===== src/rtl/ram_streamer_if.sv =====
// ram_streamer_if: bundles the write-data stream, the read-data stream and
// the single-port RAM bus used by ram_streamer.
//   s_data/s_valid/s_ready   write stream into the streamer
//   m_data/m_valid/m_ready   read stream out of the streamer
//   ram_load/ram_address/ram_in/ram_out   registered single-port RAM bus
// master = the streamer side, slave = the environment (source, sink, RAM).
interface ram_streamer_if #(
  parameter int ADDR_W = 15,
  parameter int DATA_W = 16
);
  logic [DATA_W-1:0] s_data;
  logic              s_valid;
  logic              s_ready;
  logic [DATA_W-1:0] m_data;
  logic              m_valid;
  logic              m_ready;
  logic              ram_load;
  logic [ADDR_W-1:0] ram_address;
  logic [DATA_W-1:0] ram_in;
  logic [DATA_W-1:0] ram_out;

  modport master (
    input  s_data, s_valid, m_ready, ram_out,
    output s_ready, m_data, m_valid, ram_load, ram_address, ram_in
  );

  modport slave (
    output s_data, s_valid, m_ready, ram_out,
    input  s_ready, m_data, m_valid, ram_load, ram_address, ram_in
  );
endinterface


===== src/rtl/ram_streamer.sv =====
// ram_streamer: moves a block of words between a valid/ready stream and a
// registered single-port RAM.
//   clock, reset     single clock, synchronous active-high reset
//   start/mode       command strobe (IDLE only); mode 0 = stream -> RAM,
//                    mode 1 = RAM -> stream
//   base/len         first word address and word count (0..32768)
//   busy/done        busy outside IDLE; done pulses for one cycle at the end
//   bus              streams and RAM bus (ram_streamer_if.master)
// Writes run at one word per cycle. Reads take three cycles per word:
// present the address, capture the registered RAM output, then hold it on
// the output stream until accepted.
module ram_streamer #(
  parameter int ADDR_W = 15,
  parameter int DATA_W = 16
) (
  input  logic              clock,
  input  logic              reset,
  input  logic              start,
  input  logic              mode,
  input  logic [ADDR_W-1:0] base,
  input  logic [15:0]       len,
  output logic              busy,
  output logic              done,
  ram_streamer_if.master    bus
);

  localparam logic [2:0] S_IDLE    = 3'd0;
  localparam logic [2:0] S_WR      = 3'd1;
  localparam logic [2:0] S_RD_ADDR = 3'd2;
  localparam logic [2:0] S_RD_CAP  = 3'd3;
  localparam logic [2:0] S_RD_OUT  = 3'd4;
  localparam logic [2:0] S_DONE    = 3'd5;

  logic [2:0]        state_q,  state_d;
  logic [ADDR_W-1:0] addr_q,   addr_d;
  logic [15:0]       cnt_q,    cnt_d;
  logic [DATA_W-1:0] m_data_q, m_data_d;

  always_comb begin
    // NOTE: every variable gets a default before the case so that no path
    // leaves it unassigned; otherwise synthesis infers a latch.
    state_d  = state_q;
    addr_d   = addr_q;
    cnt_d    = cnt_q;
    m_data_d = m_data_q;

    case (state_q)
      S_IDLE: begin
        if (start) begin
          addr_d = base;
          cnt_d  = len;
          if (len == 16'd0)   state_d = S_DONE;
          else if (mode)      state_d = S_RD_ADDR;
          else                state_d = S_WR;
        end
      end

      S_WR: begin
        // s_ready is constantly high here, so s_valid alone is the handshake.
        if (bus.s_valid) begin
          addr_d = addr_q + ADDR_W'(1);
          cnt_d  = cnt_q - 16'd1;
          if (cnt_q == 16'd1) state_d = S_DONE;
        end
      end

      S_RD_ADDR: state_d = S_RD_CAP;

      S_RD_CAP: begin
        // The RAM registered the address during RD_ADDR; its output is
        // valid now and is held locally so m_data stays stable under stall.
        m_data_d = bus.ram_out;
        state_d  = S_RD_OUT;
      end

      S_RD_OUT: begin
        if (bus.m_ready) begin
          addr_d  = addr_q + ADDR_W'(1);
          cnt_d   = cnt_q - 16'd1;
          state_d = (cnt_q == 16'd1) ? S_DONE : S_RD_ADDR;
        end
      end

      S_DONE:  state_d = S_IDLE;

      default: state_d = S_IDLE;
    endcase
  end

  always_ff @(posedge clock) begin
    // NOTE: sequential state uses non-blocking assignments so every flop
    // samples its next value from the same pre-edge snapshot.
    if (reset) begin
      state_q  <= S_IDLE;
      addr_q   <= '0;
      cnt_q    <= '0;
      m_data_q <= '0;
    end else begin
      state_q  <= state_d;
      addr_q   <= addr_d;
      cnt_q    <= cnt_d;
      m_data_q <= m_data_d;
    end
  end

  assign busy            = (state_q != S_IDLE);
  assign done            = (state_q == S_DONE);
  assign bus.s_ready     = (state_q == S_WR);
  assign bus.ram_load    = (state_q == S_WR) && bus.s_valid;
  assign bus.ram_in      = bus.s_data;
  assign bus.ram_address = addr_q;
  assign bus.m_valid     = (state_q == S_RD_OUT);
  assign bus.m_data      = m_data_q;

endmodule


===== src/flat_wrapper.sv =====
// flat-port wrapper written by rule: the top's interface ports become plain ports
module ram_streamer_flat 
#(
  parameter int ADDR_W = 15,
  parameter int DATA_W = 16
)
  (clock, reset, start, mode, base, len, busy, done, bus_s_data, bus_s_valid, bus_m_ready, bus_ram_out, bus_s_ready, bus_m_data, bus_m_valid, bus_ram_load, bus_ram_address, bus_ram_in);
  ram_streamer_if #(.ADDR_W(ADDR_W), .DATA_W(DATA_W)) bus_i ();
  input  logic clock;
  input  logic reset;
  input  logic start;
  input  logic mode;
  input  logic [ADDR_W-1:0] base;
  input  logic [15:0] len;
  output logic busy;
  output logic done;
  input wire logic [$bits(bus_i.s_data)-1:0] bus_s_data;
  input wire logic [$bits(bus_i.s_valid)-1:0] bus_s_valid;
  input wire logic [$bits(bus_i.m_ready)-1:0] bus_m_ready;
  input wire logic [$bits(bus_i.ram_out)-1:0] bus_ram_out;
  output wire logic [$bits(bus_i.s_ready)-1:0] bus_s_ready;
  output wire logic [$bits(bus_i.m_data)-1:0] bus_m_data;
  output wire logic [$bits(bus_i.m_valid)-1:0] bus_m_valid;
  output wire logic [$bits(bus_i.ram_load)-1:0] bus_ram_load;
  output wire logic [$bits(bus_i.ram_address)-1:0] bus_ram_address;
  output wire logic [$bits(bus_i.ram_in)-1:0] bus_ram_in;
  assign bus_i.s_data = bus_s_data;
  assign bus_i.s_valid = bus_s_valid;
  assign bus_i.m_ready = bus_m_ready;
  assign bus_i.ram_out = bus_ram_out;
  assign bus_s_ready = bus_i.s_ready;
  assign bus_m_data = bus_i.m_data;
  assign bus_m_valid = bus_i.m_valid;
  assign bus_ram_load = bus_i.ram_load;
  assign bus_ram_address = bus_i.ram_address;
  assign bus_ram_in = bus_i.ram_in;
  ram_streamer #(.ADDR_W(ADDR_W), .DATA_W(DATA_W)) u_core (.clock(clock), .reset(reset), .start(start), .mode(mode), .base(base), .len(len), .busy(busy), .done(done), .bus(bus_i));
endmodule

===== config.mk =====
export PLATFORM = sky130hd
export DESIGN_NAME = ram_streamer_flat
export DESIGN_NICKNAME = d
export VERILOG_FILES = /design/src/rtl/ram_streamer_if.sv /design/src/rtl/ram_streamer.sv /design/src/flat_wrapper.sv
export SDC_FILE = /design/constraint.sdc
export NUM_CORES = 1
export LEC_CHECK = 0
export ABC_CLOCK_PERIOD_IN_PS = 2300
export CORE_ASPECT_RATIO = 0.75
export CORE_UTILIZATION = 43
export DETAILED_ROUTE_END_ITERATION = 16
export GPL_TIMING_DRIVEN = 0
export PLACE_DENSITY = 0.81
export SLEW_MARGIN = 40
export SYNTH_ARGS = -nofsm -noshare
export SYNTH_HDL_FRONTEND = slang
export SYNTH_SLANG_ARGS = --single-unit
export TNS_END_PERCENT = 5

===== constraint.sdc =====
create_clock -name clock -period 2.3 [get_ports clock]
set_input_delay 0.345 -clock clock [delete_from_list [all_inputs] [get_ports clock]]
set_output_delay 0.345 -clock clock [all_outputs]
set_load 0.01 [all_outputs]

# Word-level counts from Yosys, hierarchy flattened
# Cells that the tools add are included.
dict set report totals {
  inputBits 69
  elab_cells 39
  output_inout_bits 52
  regBits 50
}
dict set report classes {
  n_eq_ne 10
  n_mux 16
  n_addsub 2
  n_reduce_logical 7
}
# op n
set op_table {}
lappend op_table {{$mux W16} 3}
lappend op_table {{$pmux W16 S3} 1}
lappend op_table {{$mux W15} 3}
lappend op_table {{$pmux W15 S3} 1}
lappend op_table {{$mux W3} 6}
lappend op_table {{$eq A16 B1 Y1 const B} 1}
lappend op_table {{$logic_not A16 Y1} 1}
lappend op_table {{$sub A16 B1 Y16 const B} 1}
lappend op_table {{$add A15 B1 Y15 const B} 1}
lappend op_table {{$pmux W3 S5} 1}
lappend op_table {{$reduce_and A4 Y1} 2}
lappend op_table {{$eq A3 B2 Y1 const B} 2}
lappend op_table {{$eq A3 B3 Y1 const B} 2}
lappend op_table {{$ne A2 B2 Y1 const B} 3}
lappend op_table {{$reduce_bool A3 Y1} 2}
lappend op_table {{$eq A3 B1 Y1 const B} 1}
lappend op_table {{$logic_not A3 Y1} 1}
lappend op_table {{$mux W2} 1}
lappend op_table {{$ne A2 B1 Y1 const B} 1}
lappend op_table {{$logic_and A1 B1 Y1} 1}

# Longest topological paths before layout
dict set report depth {
  word_depth 4
  ltp_mapped 8
  depth_no_buf 7
}

# Worst setup path before layout
# Ideal clock, no wire load.
dict set report synth_timing {
  kind {register -> register}
  from {register u_core.cnt_q[0]}
  to {register u_core.cnt_q[10]}
  arrival_ps 1776
  n_path_buf 0
  stages_incl_launch_ff 8
  setup_slack_ps 393
  setup_ps 131
  t_required_ps 2169
  period_less_slack_ps 1907
  cell_sequence {dfxtp_1 -> inv_1 -> ha_1 -> or4b_4 -> nand3b_1 -> or3_1 -> a21oi_1 -> o32ai_1}
}
dict set report synth_between {
  elab_chain_cells 3
  word_cells_on_any_way 4
  classes_between {add/sub (1); mux (3)}
}
# item line
set synth_lines {}
lappend synth_lines {{start: declaration} ram_streamer.sv:36} ;# logic [15:0] cnt_q, cnt_d;
lappend synth_lines {{start signal: assignment} ram_streamer.sv:101} ;# cnt_q <= cnt_d;
lappend synth_lines {{$sub A16 B1 Y16 (*)} {ram_streamer.sv:62, ram_streamer.sv:79}}
lappend synth_lines {{$mux W16 (on tied branches)} {ram_streamer.sv:77, ram_streamer.sv:60}}
lappend synth_lines {{$pmux W16 S3 (*)} ram_streamer.sv:47} ;# case (state_q)
# Mark *: on every way between the ends. The rest lies on a longest branch, timed or not. The select of a mux whose other input is x is not followed.
# A chain may end at the register's enable or synchronous reset.

# Worst setup path after layout
dict set report layout_timing {
  from {register u_core.state_q[1]}
  to {output port done}
}
dict set report layout_between {
  elab_chain_cells 1
}
# item line
set layout_lines {}
lappend layout_lines {{start: declaration} ram_streamer.sv:34} ;# logic [2:0] state_q, state_d;
lappend layout_lines {{start signal: assignment} ram_streamer.sv:99} ;# state_q <= state_d;
lappend layout_lines {{$eq A3 B3 Y1} ram_streamer.sv:107} ;# assign done = (state_q == S_DONE);
lappend layout_lines {{end: declaration} flat_wrapper.sv:16} ;# output logic done;
# No other way between the ends.

==> impl_metrics.ini <==
[outcome]
outcome = completed

[synthesis]
synth.largest_area_cell = dfxtp_1
synth_seq_cells = 50
synth_area_leaders = dfxtp_1 (35%), a21oi_1 (7.6%), nand2_1 (7.3%)
synthesis.nets = 457
syn-cell-area_um2 = 2890
syn_inst = 385
synth_enable_flop_cells = 0
synth_cell_type_count = 56
ys_async_sr_fraction_pct = 0
synth_warnings = 0
synthFlopType = dfxtp_1
netlist.area_leader.share_pct = 34.6
ys_seq_area_share_pct = 34.6
syn_area_per_cell_um2 = 7.52

[die]
fp.dieW_um = 96.7
die_h_um = 73.0
initial_core_util_pct = 45.1
io_pins = 121
rows = 25
die-area_um2 = 7070
coreArea_um2 = 6410

[grt]
grt_usage_pct = 27.1
grt_pass1_vias = 3190
grt_antenna_before_repair = 0
grt_max_degree = 18
gr-total-overflow = 0
grt_pass1_wl_mm = 15.4

[worst_setup_path]
start_kind = register
criticalPathCategory = register to output port
critPathSlowestCell = dfxtp_1
crit_path_max_fanout = 10
worstPathArrival_ns = 1.92
cp_cell_sequence = clkbuf_2 -> nor2b_1 -> and2_1 -> clkdlybuf4s50_1
critPathRequiredTime_ns = 1.96
path_delay_family = buffers and inverters
crit_cells = 4
worst_setup_path_end_kind = output port
cp_num_buf_inv = 2
slowest_delay_ns = 0.56
reg2reg_depth = 7

[route]
num_vias = 3426
drt_first_pass_iters = 5
avgViaCountPerCell = 5.95
wire_per_inst_um = 16.8
routed_wl_mm = 9.69
drc = 0
ant_nets = 0
drtIter0Drc = 270

[sta]
post-route-period-util_pct = 98.5
setup_viol = 0
rsz0062_at_grt = true
relSlewSlack_pct = 51.2
hold_ws_ns = 0.463
finalMaxSlewViolations = 0
fmax_ghz = 0.441
timing.final.hold_violations = 0
tightest_slew_ns = 0.725
finalClockSkew_ns = 0.00632
worst_slack_ns = 0.0339
layout_min_cycle_time_ns = 2.27

[power]
ir_worst_vdd_mv = 0.492
p_leak_nw = 1.48
powerDensity_nw_per_um2 = 915

[place]
place_area_um2 = 4030
port_buffers = 103
post-place-ws_ns = -0.187
place.gp.congestion = 0.999
hpwlAfterDp_mm = 7.16

[worst_hold_path]
worstHoldPathType = register to register
hold_depth = 2

[clocking]
clock-sinks = 50
ctsRootBufferMaster = clkbuf_8
clk_latency_ns = 0.32
numCtsBuffers = 5
clkTransAtPathRegs_ns = 0.10
tritoncts = done
clk_path_buf_depth = 2
h-tree-depth = 2

[layout]
drive_above_1_share_pct = 12.3
final_common_cell = clkdlybuf4s50_1
nets = 566
diodes = 0
syn2layout_area_growth_pct = 44.0
mostFrequentLayoutCells = clkdlybuf4s50_1 (103), nand2_1 (56), dfxtp_1 (48)
final_area_um2 = 4170

[run]
maxCapViolations = 0
## state kept, by name, summed over array words and instances, names as in the netlist
signal	count
u_core.state_q	3
u_core.bus.m_data	16
u_core.cnt_q	16
u_core.bus.ram_address	15
## layout make-up
class                      count  area [um2]
buffer                        43         248
multi-input combinational    276        1610
clock inverter                 3        47.5
fill                         556        2240
inverter                      15        56.3
timing repair buffer         103        1030
tap                           81         101
sequential                    50        1000
clock buffer                   5        68.8
## layer usage
metal	up-vias	global-route usage (%)	part of all wire, %
met5	-	0	0
met4	0	7.96	1.2
met3	21	6.42	10
met2	227	44.5	45
met1	1577	35.9	43
li1	1601	-	-
## synthesized netlist by cell type, types with 2 or more instances
library cell and number:
buf_4 16, a221oi_2 2, o221ai_1 2, and3_1 3, or2_2 2, a21o_1 2
o21ai_0 27, o32ai_1 6, o211ai_1 2, a32oi_1 3, a221oi_1 2, o31ai_1 3
nor3_1 14, and4_1 2, a21oi_1 44, nor4_1 7, a31oi_1 6, a211oi_1 5
or4_1 4, or3_1 4, buf_2 13, a31o_2 2, dfxtp_1 50, nor2_1 23
inv_1 15, clkbuf_1 13, nand3_1 12, nand2_1 56, and2_1 3, nand4_1 5
o221a_2 2, nand2b_1 2, ha_1 3, o22ai_1 2, xor2_1 2, a22oi_1 6
## metrics by stage
step	setup TNS, ns	utilization, %	cells	power (mW)
2_1_floorplan	0	-	385	2.38
4_1_cts	0	64.6	576	3.74
3_3_place_gp	-0.616	62.8	569	3.03
3_5_place_dp	-1.10	62.8	569	3.08
5_1_grt	-0.0329	65.0	576	4.03
6_report	0	65.0	576	3.82
## where the power goes
part / leakage [nW] / switching [mW] / internal (mW)
clock: 0.0591 / 0.339 / 0.333
sequential: 0.410 / 0.210 / 1.04
combinational: 1.01 / 1.08 / 0.821
total: 1.48 / 1.62 / 2.19
## cells by family (layout without fill, tap and decap cells)
group                      after synthesis  count (layout)  share of synthesized area (%)
DFF                                     50              50                           34.6
AOI/OAI and AO/OA                      122             122                           26.7
adders and majority gates                3               3                           1.30
and+or+nand+nor                        147             147                           25.3
xor gates and xnor gates                 3               3                           1.17
buffers and inverters                   59             169                           10.5
muxes                                    1               1                          0.389
## repair_timing
item                       in CTS  in global routing
setup endpoints to repair       2                 12
resized for setup               2                  6
hold buffers                    0                  0
setup buffers                   0                  0
## worst paths after layout
| check | to | from | slack (ns) |
|---|---|---|---|
| worst max register to register | u_core.cnt_q[10]$_SDFFE_PP0P_ | u_core.cnt_q[1]$_SDFFE_PP0P_ | 0.12 |
| worst min-delay path | u_core.bus.m_data[4]$_SDFFE_PP0P_ | u_core.bus.m_data[4]$_SDFFE_PP0P_ | 0.46 |
| worst max-delay path | done | u_core.state_q[1]$_SDFFE_PP0P_ | 0.03 |
| worst min register to register | u_core.bus.m_data[4]$_SDFFE_PP0P_ | u_core.bus.m_data[4]$_SDFFE_PP0P_ | 0.46 |
## worst register-to-register path, stage by stage, from the launching register on
cell	delay (ns)
dfxtp_1	0.35
inv_1	0.09
ha_2	0.21
or4b_4	0.52
nand3b_1	0.27
or3_1	0.36
a21oi_1	0.17
o32ai_1	0.09
(Power assumes the default switching activity.)
